===== src/rtl/if_id_queue.sv =====
// Instruction queue between fetch and decode: in-order buffer of {pc, instr} pairs
// with a head predecode illegal flag and a single-cycle flush for redirects.
module if_id_queue #(
    parameter  int DEPTH = 4,
    localparam int AW    = $clog2(DEPTH)
) (
    input  logic          clk,
    input  logic          rst_n,
    input  logic          if_valid,
    output logic          if_ready,
    input  logic [31:0]   if_pc,
    input  logic [31:0]   if_instr,
    output logic          id_valid,
    input  logic          id_ready,
    output logic [31:0]   id_pc,
    output logic [31:0]   id_instr,
    output logic          id_illegal,
    input  logic          flush,
    output logic [AW:0]   count
);

    localparam logic [AW:0] FULL_CNT = (AW+1)'(DEPTH);

    logic [31:0]   mem_pc_q    [DEPTH];
    logic [31:0]   mem_instr_q [DEPTH];

    logic [AW-1:0] wr_ptr_q, wr_ptr_d;
    logic [AW-1:0] rd_ptr_q, rd_ptr_d;
    logic [AW:0]   count_q,  count_d;

    logic          enq;
    logic          deq;
    logic [31:0]   head_pc;
    logic [31:0]   head_instr;

    // if_ready looks only at occupancy, so a full queue refuses even while draining.
    always_comb begin
        if_ready = (count_q != FULL_CNT);
        id_valid = (count_q != '0) && !flush;
        enq      = if_valid && if_ready && !flush;
        deq      = id_valid && id_ready;
        count    = count_q;
    end

    always_comb begin
        wr_ptr_d = wr_ptr_q;
        rd_ptr_d = rd_ptr_q;
        count_d  = count_q;
        if (flush) begin
            wr_ptr_d = '0;
            rd_ptr_d = '0;
            count_d  = '0;
        end else begin
            if (enq) wr_ptr_d = wr_ptr_q + 1'b1;
            if (deq) rd_ptr_d = rd_ptr_q + 1'b1;
            if (enq && !deq)      count_d = count_q + 1'b1;
            else if (deq && !enq) count_d = count_q - 1'b1;
        end
    end

    always_ff @(posedge clk or negedge rst_n) begin
        if (!rst_n) begin
            wr_ptr_q <= '0;
            rd_ptr_q <= '0;
            count_q  <= '0;
        end else begin
            wr_ptr_q <= wr_ptr_d;
            rd_ptr_q <= rd_ptr_d;
            count_q  <= count_d;
        end
    end

    // Entry storage carries no reset; validity is tracked by count alone.
    always_ff @(posedge clk) begin
        if (enq) begin
            mem_pc_q[wr_ptr_q]    <= if_pc;
            mem_instr_q[wr_ptr_q] <= if_instr;
        end
    end

    always_comb begin
        head_pc    = mem_pc_q[rd_ptr_q];
        head_instr = mem_instr_q[rd_ptr_q];
        id_pc      = id_valid ? head_pc    : 32'h0;
        id_instr   = id_valid ? head_instr : 32'h0;
        id_illegal = id_valid && ((head_instr[1:0] != 2'b11) || (head_instr == 32'h0));
    end

endmodule


===== config.mk =====
export PLATFORM = sky130hd
export DESIGN_NAME = if_id_queue
export DESIGN_NICKNAME = d
export VERILOG_FILES = /design/src/rtl/if_id_queue.sv
export SDC_FILE = /design/constraint.sdc
export NUM_CORES = 1
export LEC_CHECK = 0
export ABC_AREA = 1
export BUFFER_PORTS_ARGS = -buffer_cell sky130_fd_sc_hd__buf_4
export CORE_MARGIN = 2
export CORE_UTILIZATION = 31
export DETAILED_ROUTE_END_ITERATION = 6
export GPL_ROUTABILITY_DRIVEN = 0
export SLEW_MARGIN = 20
export SYNTH_ARGS = -nofsm -noshare
export SYNTH_HDL_FRONTEND = slang
export SYNTH_SLANG_ARGS = --single-unit

===== constraint.sdc =====
create_clock -name clk -period 7.3 [get_ports clk]
set_input_delay 1.46 -clock clk [delete_from_list [all_inputs] [get_ports clk]]
set_output_delay 1.46 -clock clk [all_outputs]
set_load 0.1 [all_outputs]

**After elaboration in Yosys (flattened, before gate mapping)**

Memories as Yosys holds them, arrays and structs flattened.
Index checks and enable logic that the tools add are counted.

- Output and inout bits: 70
- Input bits: 69
- Memories kept: 2
- Flip-flop bits (word level): 7
- Bits in writable memories: 256

Memory list:

| memory | depth | width | read ports | clocked after Yosys merged registers in | wr ports | RTL line | text |
|---|---|---|---|---|---|---|---|
| mem_instr_q | 4 | 32 | 1 | 0 | 1 | 25 | `logic [31:0] mem_instr_q [DEPTH];` |
| mem_pc_q | 4 | 32 | 1 | 0 | 1 | 24 | `logic [31:0] mem_pc_q [DEPTH];` |

- Muxes and demuxes: 11
- Eq/ne operators: 2
- Add/sub/neg operators: 4
- Reductions and logical operators: 16

Operators with widths:

| operator | number |
|---|---|
| $mux 32 | 2 |
| $logic_not 32->1 | 1 |
| $mux 3 | 3 |
| $mux 2 | 4 |
| $logic_and 1x1->1 | 7 |
| $reduce_bool 3->1 | 2 |
| $add 2x1->2 const B | 2 |
| $reduce_bool 2->1 | 2 |
| $add 3x1->3 const B | 1 |
| $logic_not 1->1 | 3 |
| $ne 3x3->1 const B | 1 |
| $sub 3x1->3 const B | 1 |
| $mux 1 | 2 |
| $ne 2x2->1 const B | 1 |
| $logic_or 1x1->1 | 1 |

**Depth between registers and ports, before layout**

Gate-level depths: netlist (run 1).

- Depth after elaboration: 8
- Depth in mapped cells: 13

**Least setup slack after synthesis (run 1)**

Ideal clock, no wire load.

- Path type: input port to output port
- Start point: in flush
- End point: out id_instr[2]
- Stages on the path: 4
- Setup slack: 1.326 ns
- Data required time: 5.840 ns
- Path buffers: 1
- Arrival time: 4.514 ns
- Cells stage by stage: a21oi_4 inv_2 buf_6 a221oi_1

- Longest elaborated chain between the ends: 3

RTL lines:

| item | RTL line | text |
|---|---|---|
| start, declared | 18 | `input logic flush,` |
| $logic_not 1->1 | 39 | `id_valid = (count_q != '0) && !flush;` |
| $logic_and 1x1->1 | 39 |  |
| $mux 32 | 85 | `id_instr = id_valid ? head_instr : 32'h0;` |
| end, declared | 16 | `output logic [31:0] id_instr,` |

Every way passes these cells.

**Worst setup path after layout (run 1)**

- Start point: reg rd_ptr_q[0]
- End point: out id_illegal

- Longest elaborated chain between the ends: 4
- Elaborated cells on any way between the ends: 5

RTL lines:

| item | RTL line | text |
|---|---|---|
| start, declared | 28 | `logic [AW-1:0] rd_ptr_q, rd_ptr_d;` |
| start signal, assigned | 68 | `rd_ptr_q <= rd_ptr_d;` |
| $mem_v2 4x32 * | n/a |  |
| $logic_not 32->1 or $ne 2x2->1 (tied branches) | 86 | `id_illegal = id_valid && ((head_instr[1:0] != 2'b11) \|\| (head_instr == 32'h0));` |
| $logic_or 1x1->1 * | 86 |  |
| $logic_and 1x1->1 * | 86 |  |
| end, declared | 17 | `output logic id_illegal,` |

Every way passes the cells marked *; elsewhere a longest branch is shown, timed or not.

==> summary.txt, run 1 <==
Timing
  – Clock skew: 0.006166 ns
  – FMAX: 205.8 MHz
  – RSZ-0062 raised after global routing: false
  – Post-route setup TNS: 0 ns
  – Crit share post-route: 0.6657
  – Final min period: 4.859 ns
  – Slew Limit Fails: 0
  – Worst relative slew slack: 0.3019
  – Final Setup Violations: 0
  – Worst Tran Pin Value: 1.045 ns
  – Final Hold Vio Count: 0
  – Fin worst setup slack: 2.441 ns

Logic synthesis
  – Multiplexer area fraction after synthesis: 0
  – Netlist Area Pre-Place: 10490 um^2
  – Share of flip-flops with an asynchronous set or reset: 0.02662
  – Synth Area in XOR/XNOR: 0.0008352
  – Number of synthesized flops with an enable pin: 256
  – Synth top area share: 0.7331
  – Avg Inst Size Synth: 13.78 um^2
  – Compound-Gate Fraction of Synth Area: 0.1242
  – Synth Area in Adders: 0.006682
  – Sequential-to-total area share from yosys stat: 0.7498
  – Warnings from Yosys: 0
  – Area leader, netlist: edfxtp_1
  – Combinational family with the most area after synthesis: compound AO/OA/AOI/OAI gates
  – Prevailing post-synth register cell: edfxtp_1
  – Most common cell in the netlist: edfxtp_1
  – Top area cells in the synthesized netlist: edfxtp_1 73%, nor2_1 5.0%, a21oi_1 4.4%, a221oi_2 3.9%, o21ai_0 3.4%
  – Post-synth top cells: 256 x edfxtp_1, 140 x nor2_1, 92 x a21oi_1, 76 x nand2_1, 71 x o21ai_0
  – Cells after Synth: 761
  – Synth Area in Simple Gates: 0.08567
  – Syn_nets: 835
  – Yosys reg bits: 263
  – Post-synth cell types: 27

Power
  – Int Power: 0.002926 W
  – Clock power share: 0.283
  – Sw power: 0.002015 W
  – Worst vdd ir: 0.2669 mV
  – Comb power frac: 0.348
  – Net Sw Frac: 0.4078
  – Pwr/cell area: 384.6 nW/um^2
  – Leak: 4.611 nW
  – Sequential share of power: 0.369

Setup path
  – Slowest stage cell, crit path: dfrtp_4
  – Startpoint Class: flop
  – Reg2reg setup slack: 4.35 ns
  – Crit path capture type: primary output
  – Data required, critical path: 5.84 ns
  – Crit path DAT: 3.40 ns
  – Type of the worst setup path: reg -> out
  – Critical Path Max Stage Delay: 0.74 ns
  – CP Max Fanout: 78
  – Worst path cell trace: inv_4, buf_4, o21ai_0, o22a_1, nor2_1, nor2_1, buf_4

GRT
  – Number of global-route vias before repair: 6520
  – Grt total ovfl: 0
  – Total GRT Usage: 0.1341
  – First-pass GRT wire length: 37.07 mm
  – Largest net degree at the start of global routing: 79
  – Antenna violations before repair: 0

Worst hold path
  – Min-Delay Path Class: reg -> reg

CTS
  – H-tree lvl count: 1
  – CTS buffer count: 29
  – TritonCTS Sinks: 263
  – CTS clk-pin slew, worst paths: 0.06 ns
  – Cts repair resizes: 0
  – CTS Hold Bufs: 0
  – Later-pin clock latency in the skew report: 0.54 ns
  – Setup bufs post-CTS: 0
  – CTS tree: yes
  – Root Buffer: clkbuf_16
  – CTS max path bufs: 3

Final layout
  – Layout cells sized above 1: 0.2588
  – Nets: 965
  – Non-Filler Instances: 1360
  – Diodes inserted: 0
  – Area Growth Syn to Fin: 22.52%

Die
  – Io pins: 139
  – Die Wd: 187.9 um
  – Core Area: 33450 um^2
  – Full die area: 35310 um^2
  – Die height: 187.9 um
  – Rows: 67
  – Initial core utilization: 0.3135

Routing
  – Vias post-DR: 6332
  – Wire length per cell: 17.47 um
  – Vias per cell: 4.656
  – TritonRoute pass-1 iters: 4
  – Final WL: 23.76 mm
  – Drt drc: 0
  – DR iter-0 viols: 417
  – Final ANT Viol Nets: 0

Placed design
  – Placed insts: 1307
  – Placement Setup Slack: 2.807 ns
  – Port Buffer Count: 138
  – DPL Wire Length: 12.78 mm

Outcome
  – Status: completed

Job
  – Max-cap violations: 0
## logic make-up after synthesis
kind of cell | count (synthesis)
xor+xnor | 1
compound gates | 199
fa+ha+maj | 5
flops | 263
simple gates | 227
buf+inv | 66
## worst max-delay path, delay by kind of cell (launching register included)
kind            cells  cell delay (ns)
simple gates        2             0.17
flops               1             0.74
buf+inv             3             1.49
compound gates      2             0.40
## cells in the final DEF, fill, tap and decap left out, drive strengths merged
cell      instances
ha                4
inv              17
o22a              2
buf             148
nor2            142
nand2            78
a221oi           30
a21oi            94
o21ai            72
dfrtp             7
xnor2             1
clkinvlp          2
clkbuf           38
o31ai             1
edfxtp          256
clkinv           10
fa                1
nand3             7
bufinv            2
## cell type report
| class | count | area [um^2] |
|---|---|---|
| Inverter | 17 | 67.56 |
| Multi-Input combinational cell | 432 | 2310 |
| Sequential cell | 263 | 7868 |
| Timing Repair Buffer | 148 | 1124 |
| Clock buffer | 38 | 789.5 |
| Clock inverter | 14 | 128.9 |
| Fill cell | 3136 | 20600 |
| Tap cell | 448 | 560.5 |
## power groups by stage
stage / registers, W / logic (W) / clock network, W
after floorplan: 0.00185 / 0.00138 / 0
after global placement: 0.00186 / 0.00173 / 0
after detailed placement: 0.00186 / 0.00174 / 0
after CTS: 0.00183 / 0.00174 / 0.00144
after global routing: 0.00184 / 0.00183 / 0.00150
final: 0.00183 / 0.00172 / 0.00140
## path summary, 6_finish.rpt
path,depth (start not counted),endpoint,from
worst min register to register,2,count[0],count[0]
worst min-delay path,2,count[0],count[0]
worst max register to register,7,mem_instr_q[1][20],count[1]
min in group asynchronous,1,wr_ptr_q[0],rst_n
max in group asynchronous,1,rd_ptr_q[0],rst_n
worst max-delay path,7,id_illegal,rd_ptr_q[0]
## sequential cells by signal (all words and copies together) (netlist names)
| register | count |
|---|---|
| mem_instr_q | 128 |
| mem_pc_q | 128 |
| count | 3 |
| rd_ptr_q | 2 |
| wr_ptr_q | 2 |
## routing by layer
layer,track usage,vias up,part of all wire
met5,0,-,0
met4,0.03331,0,0.020
met3,0.03313,39,0.064
met2,0.2303,162,0.47
met1,0.1701,3091,0.44
li1,-,3040,-
## through the flow
step | area (um^2) | power, W | hold WS [ns] | util
floorplan | 10490 | 0.003223 | 0.5794 | -
global placement | 11910 | 0.003588 | 0.5977 | 0.3560
detailed placement | 11910 | 0.003600 | 0.6040 | 0.3560
CTS | 12830 | 0.005014 | 0.6258 | 0.3835
global route | 12850 | 0.005169 | 0.6488 | 0.3841
finish | 12850 | 0.004941 | 0.6266 | 0.3841
Power figures use the tool's default switching activity.
==> run 2: changes to the inputs <==
clock period = 4.15 ns   (was 7.3 ns; I/O delays follow)
==> summary.txt, run 2 (synthesized netlist as in run 1, its figures left out) <==
Outcome
  – Status: completed

CTS
  – Setup bufs post-CTS: 0
  – CTS Hold Bufs: 0
  – CTS max path bufs: 3
  – H-tree lvl count: 1
  – Later-pin clock latency in the skew report: 0.53 ns
  – Root Buffer: clkbuf_16
  – TritonCTS Sinks: 263
  – CTS tree: yes
  – CTS buffer count: 29
  – CTS clk-pin slew, worst paths: 0.06 ns
  – Cts repair resizes: 0

Power
  – Comb power frac: 0.388
  – Sw power: 0.003692 W
  – Pwr/cell area: 660.8 nW/um^2
  – Net Sw Frac: 0.4216
  – Int Power: 0.005066 W
  – Worst vdd ir: 0.3990 mV
  – Clock power share: 0.255
  – Leak: 4.601 nW
  – Sequential share of power: 0.358

Routing
  – Wire length per cell: 17.47 um
  – Vias per cell: 4.670
  – Drt drc: 0
  – DR iter-0 viols: 387
  – Final WL: 23.83 mm
  – Final ANT Viol Nets: 0
  – Vias post-DR: 6370
  – TritonRoute pass-1 iters: 5

Final layout
  – Area Growth Syn to Fin: 26.39%
  – Nets: 971
  – Non-Filler Instances: 1364
  – Fill count: 3134
  – Area of the multi-input gates: 2719 um^2
  – Area occupied by registers: 7868 um^2
  – Diodes inserted: 0
  – Layout cells sized above 1: 0.2926
  – Commonest non-fill, non-tap cells in the layout: 256 x edfxtp_1, 149 x buf_4, 133 x nor2_1
  – Most common library cell in the layout ignoring fill and taps: edfxtp_1

Setup path
  – Worst reg2reg path endpoint: mem_pc_q[0][4]
  – Worst path cell trace: inv_2, buf_4, a21oi_1, a221oi_4, buf_4
  – Type of the worst setup path: reg -> out
  – Slowest stage cell, crit path: dfrtp_2
  – Crit path DAT: 2.62 ns
  – Data required, critical path: 3.32 ns
  – CP Max Fanout: 33
  – Startpoint Class: flop
  – Reg2reg start: count[1]
  – Critical Path Max Stage Delay: 0.50 ns
  – Reg2reg setup slack: 1.95 ns
  – Worst reg2reg path depth: 7
  – Crit path capture type: primary output
  – Crit path top cell by count: buf_4

Die
  – Core Area: 33450 um^2
  – Full die area: 35310 um^2
  – Io pins: 139
  – Die Wd: 187.9 um
  – Initial core utilization: 0.3135
  – Rows: 67
  – Die height: 187.9 um

Worst hold path
  – Min-Delay Path Class: in -> async

Placed design
  – Placement Setup Slack: 1.009 ns
  – DPL Wire Length: 13.66 mm
  – Placed insts: 1314
  – Port Buffer Count: 138

Timing
  – Crit share post-route: 0.8311
  – Slew Limit Fails: 0
  – Worst relative slew slack: 0.4659
  – Final Setup Violations: 0
  – Clock skew: 0.008851 ns
  – RSZ-0062 raised after global routing: false
  – FMAX: 289.9 MHz
  – Final Hold Vio Count: 0
  – Worst Tran Pin Value: 0.8012 ns
  – Fin worst setup slack: 0.7008 ns
  – Final min period: 3.449 ns
  – Post-route setup TNS: 0 ns

GRT
  – Total GRT Usage: 0.1346
  – First-pass GRT wire length: 37.49 mm
  – Antenna violations before repair: 0
  – Number of global-route vias before repair: 6482
  – Grt total ovfl: 0
  – Largest net degree at the start of global routing: 67

Job
  – Max-cap violations: 0
run 2: cell count changes in the layout (fill, tap and decap cells not counted), moves of 2 or more:
cell	previous run	this run
nor2_2	0	3
nor2_1	136	133
bufinv_16	2	0
buf_12	1	5
a221oi_4	0	25
clkbuf_8	3	0
a21oi_2	1	33
a21oi_1	92	60
a221oi_2	27	2
buf_4	147	149
clkinv_2	8	3
clkinv_1	2	10
run 2: layout make-up:
cell class / instances / share of cell area
sequential: 263 / 0.5936
clock buffer: 34 / 0.05617
inverter: 17 / 0.005192
timing repair buffer: 154 / 0.09195
tap: 448 / 0.04229
clock inverter: 16 / 0.005664
multi-input combinational: 432 / 0.2051
run 2: per-layer routing:
metal / track usage / share of wire / vias up
met5: 0 / 0 / -
met4: 0.02998 / 0.015 / 0
met3: 0.02658 / 0.052 / 33
met2: 0.2208 / 0.47 / 153
met1: 0.1851 / 0.46 / 3136
li1: - / - / 3048
run 2: how the worst max path moves through the flow:
stage | from | endpoint | depth (start not counted)
floorplan | count[2] | id_instr[2] | 5
global placement | flush | id_instr[8] | 6
detailed placement | flush | id_instr[22] | 6
CTS | rd_ptr_q[1] | id_instr[30] | 5
global route | rd_ptr_q[1] | id_instr[30] | 5
finish | rd_ptr_q[1] | id_instr[30] | 5
run 2: per-stage QoR:
step	hold slack (ns)	power, W	util	instance area, um^2
floorplan	0.5344	0.005920	-	10930
global placement	0.6218	0.006603	0.3718	12430
detailed placement	0.6296	0.006619	0.3718	12430
CTS	0.07526	0.008892	0.3963	13250
global route	0.08349	0.009160	0.3963	13250
finish	0.1047	0.008758	0.3963	13250
run 2: worst max-delay path: cells and delay by family (launching register included):
kind / cells / cell delay, ns
flip-flops: 1 / 0.50
AO/OA/AOI/OAI: 2 / 0.49
buffers and inverters: 3 / 1.05
run 2: power by group through the flow:
stage	clock, W	sequential (W)	combinational (W)
final	0.00223	0.00313	0.00339
after global routing	0.00241	0.00315	0.00360
after CTS	0.00232	0.00313	0.00344
after detailed placement	0	0.00319	0.00343
after global placement	0	0.00318	0.00342
after floorplan	0	0.00324	0.00268
==> run 3: changes to the inputs <==
clock period = 2.85 ns   (was 4.15 ns; I/O delays follow)
==> summary.txt, run 3 (synthesized netlist as in run 1, its figures left out) <==
Outcome
  – Status: completed

Final layout
  – Most common library cell in the layout ignoring fill and taps: edfxtp_1
  – Nets: 983
  – Diodes inserted: 0
  – Fin util: 0.4266
  – Fill count: 2981
  – Area Growth Syn to Fin: 36.08%
  – Area occupied by registers: 7879 um^2
  – Layout cells sized above 1: 0.3122
  – Commonest non-fill, non-tap cells in the layout: 256 x edfxtp_1, 133 x nor2_1, 94 x buf_4
  – Area of the multi-input gates: 3053 um^2

Timing
  – Hold_ws: 0.2332 ns
  – Final Setup Violations: 0
  – RSZ-0062 raised after global routing: true
  – Clock skew: 0.007237 ns
  – Crit share post-route: 0.9725
  – Final Hold Vio Count: 0
  – Worst Tran Pin Value: 0.5233 ns
  – Worst relative slew slack: 0.6511
  – Final min period: 2.772 ns
  – FMAX: 360.8 MHz
  – Slew Limit Fails: 0

Worst hold path
  – Hold Path Depth: 1
  – Min-Delay Path Class: in -> reg

Die
  – Full die area: 35310 um^2
  – Die height: 187.9 um
  – Core Area: 33450 um^2
  – Initial core utilization: 0.3135
  – Rows: 67
  – Die Wd: 187.9 um
  – Io pins: 139

Setup path
  – Data required, critical path: 2.28 ns
  – Worst reg2reg path depth: 6
  – CP Max Fanout: 34
  – Slowest stage cell, crit path: dfrtp_2
  – Critical path depth: 5
  – Crit path capture type: primary output
  – Critical Path Max Stage Delay: 0.43 ns
  – Worst Path Buf+Inv: 3
  – Delay-heaviest family, CP: buffers and inverters
  – Crit path DAT: 2.20 ns
  – Startpoint Class: flop
  – Worst path cell trace: inv_2, buf_12, a21oi_1, a221oi_4, buf_8
  – Type of the worst setup path: reg -> out

Power
  – Leak: 4.872 nW
  – Int Power: 0.008019 W
  – Sequential share of power: 0.331
  – Worst vdd ir: 0.6450 mV
  – Sw power: 0.005791 W
  – Comb power frac: 0.431
  – Net Sw Frac: 0.4193
  – Pwr/cell area: 967.8 nW/um^2
  – Clock power share: 0.238

CTS
  – Root Buffer: clkbuf_16
  – TritonCTS Sinks: 263
  – CTS clk-pin slew, worst paths: 0.06 ns
  – H-tree lvl count: 1
  – CTS tree: yes
  – CTS max path bufs: 3
  – CTS buffer count: 29
  – Later-pin clock latency in the skew report: 0.53 ns

GRT
  – Largest net degree at the start of global routing: 67
  – Grt total ovfl: 0
  – Number of global-route vias before repair: 6689
  – Busiest layer in global routing: met2
  – Antenna violations before repair: 0
  – Met1 usage: 0.1756
  – Total GRT Usage: 0.1389
  – Met2 Use GR: 0.2390
  – Met3 Use GR: 0.03425
  – First-pass GRT wire length: 38.46 mm

Placed design
  – Port Buffer Count: 138
  – DPL Wire Length: 13.47 mm

Routing
  – DR iter-0 viols: 264
  – Final ANT Viol Nets: 0
  – Vias per cell: 4.691
  – Final WL: 24.83 mm
  – TritonRoute pass-1 iters: 4
  – Vias post-DR: 6459
  – Drt drc: 0
  – Wire length per cell: 18.03 um

Job
  – Max-cap violations: 0
[run 3: cell types whose count changed in the layout (fill, tap and decap cells not counted), sizes merged]
cell | previous run | this run
buf | 154 | 163
bufbuf | 0 | 1
clkbuf | 34 | 38
clkinvlp | 3 | 2
dlygate4sd3 | 0 | 1
inv | 17 | 16
[run 3: power groups by stage]
stage / combinational [W] / clock [W] / sequential, W
global route: 0.00628 / 0.00353 / 0.00459
floorplan: 0.00421 / 0 / 0.00472
detailed placement: 0.00541 / 0 / 0.00464
CTS: 0.00589 / 0.00340 / 0.00457
finish: 0.00595 / 0.00329 / 0.00457
global placement: 0.00538 / 0 / 0.00464
[run 3: what timing repair did]
item | in CTS | in global routing
endpoints found under the setup margin | 64 | 59
setup buffers | 2 | 1
endpoints found under the hold margin | 7 | 0
pin swaps | 0 | 3
cloned | 3 | 1
resized for setup | 77 | 26
hold buffers | 1 | 0
[run 3: path summary, 6_finish.rpt]
path | from | slack, ns | to
max | rd_ptr_q[1] | 0.08 | id_instr[5]
min reg2reg | count[0] | 0.61 | count[0]
max reg2reg | count[2] | 0.76 | mem_pc_q[0][21]
max in group asynchronous | rst_n | 2.31 | count[1]
min | if_pc[23] | 0.23 | mem_pc_q[0][23]
min in group asynchronous | rst_n | 0.39 | rd_ptr_q[1]
[run 3: area by class of cell]
class                           instances  area share
Sequential cell                       263      0.5521
Clock buffer                           37     0.05296
Inverter                               17    0.006225
Multi-Input combinational cell        432      0.2139
Tap cell                              448     0.03928
Clock inverter                         14    0.004822
Timing Repair Buffer                  166      0.1306
[run 3: worst reg2reg max path, cell delays in order, from the launching register on]
cell,delay [ns]
dfrtp_4,0.51
nand2_2,0.10
nand2_2,0.08
nor2_4,0.16
inv_1,0.21
nor2_4,0.19
buf_4,0.45
[run 3: layer usage]
layer,wire length (um),vias to the layer above
met4,528,0
met2,12180,137
li1,-,3080
met5,0,-
met1,10740,3206
met3,1384,36
[run 3: through the flow]
step           setup WS, ns  total power [W]  setup TNS [ns]  instances  area (um^2)
5_1_grt            -0.03666          0.01440         -0.2047       1377        14270
3_3_place_gp         0.3712          0.01002               0       1318        12900
3_5_place_dp         0.3353          0.01005               0       1318        12900
2_1_floorplan       -0.2953         0.008935          -59.35        761        11270
6_report            0.07842          0.01381               0       1377        14270
4_1_cts           0.0003555          0.01386               0       1375        14160
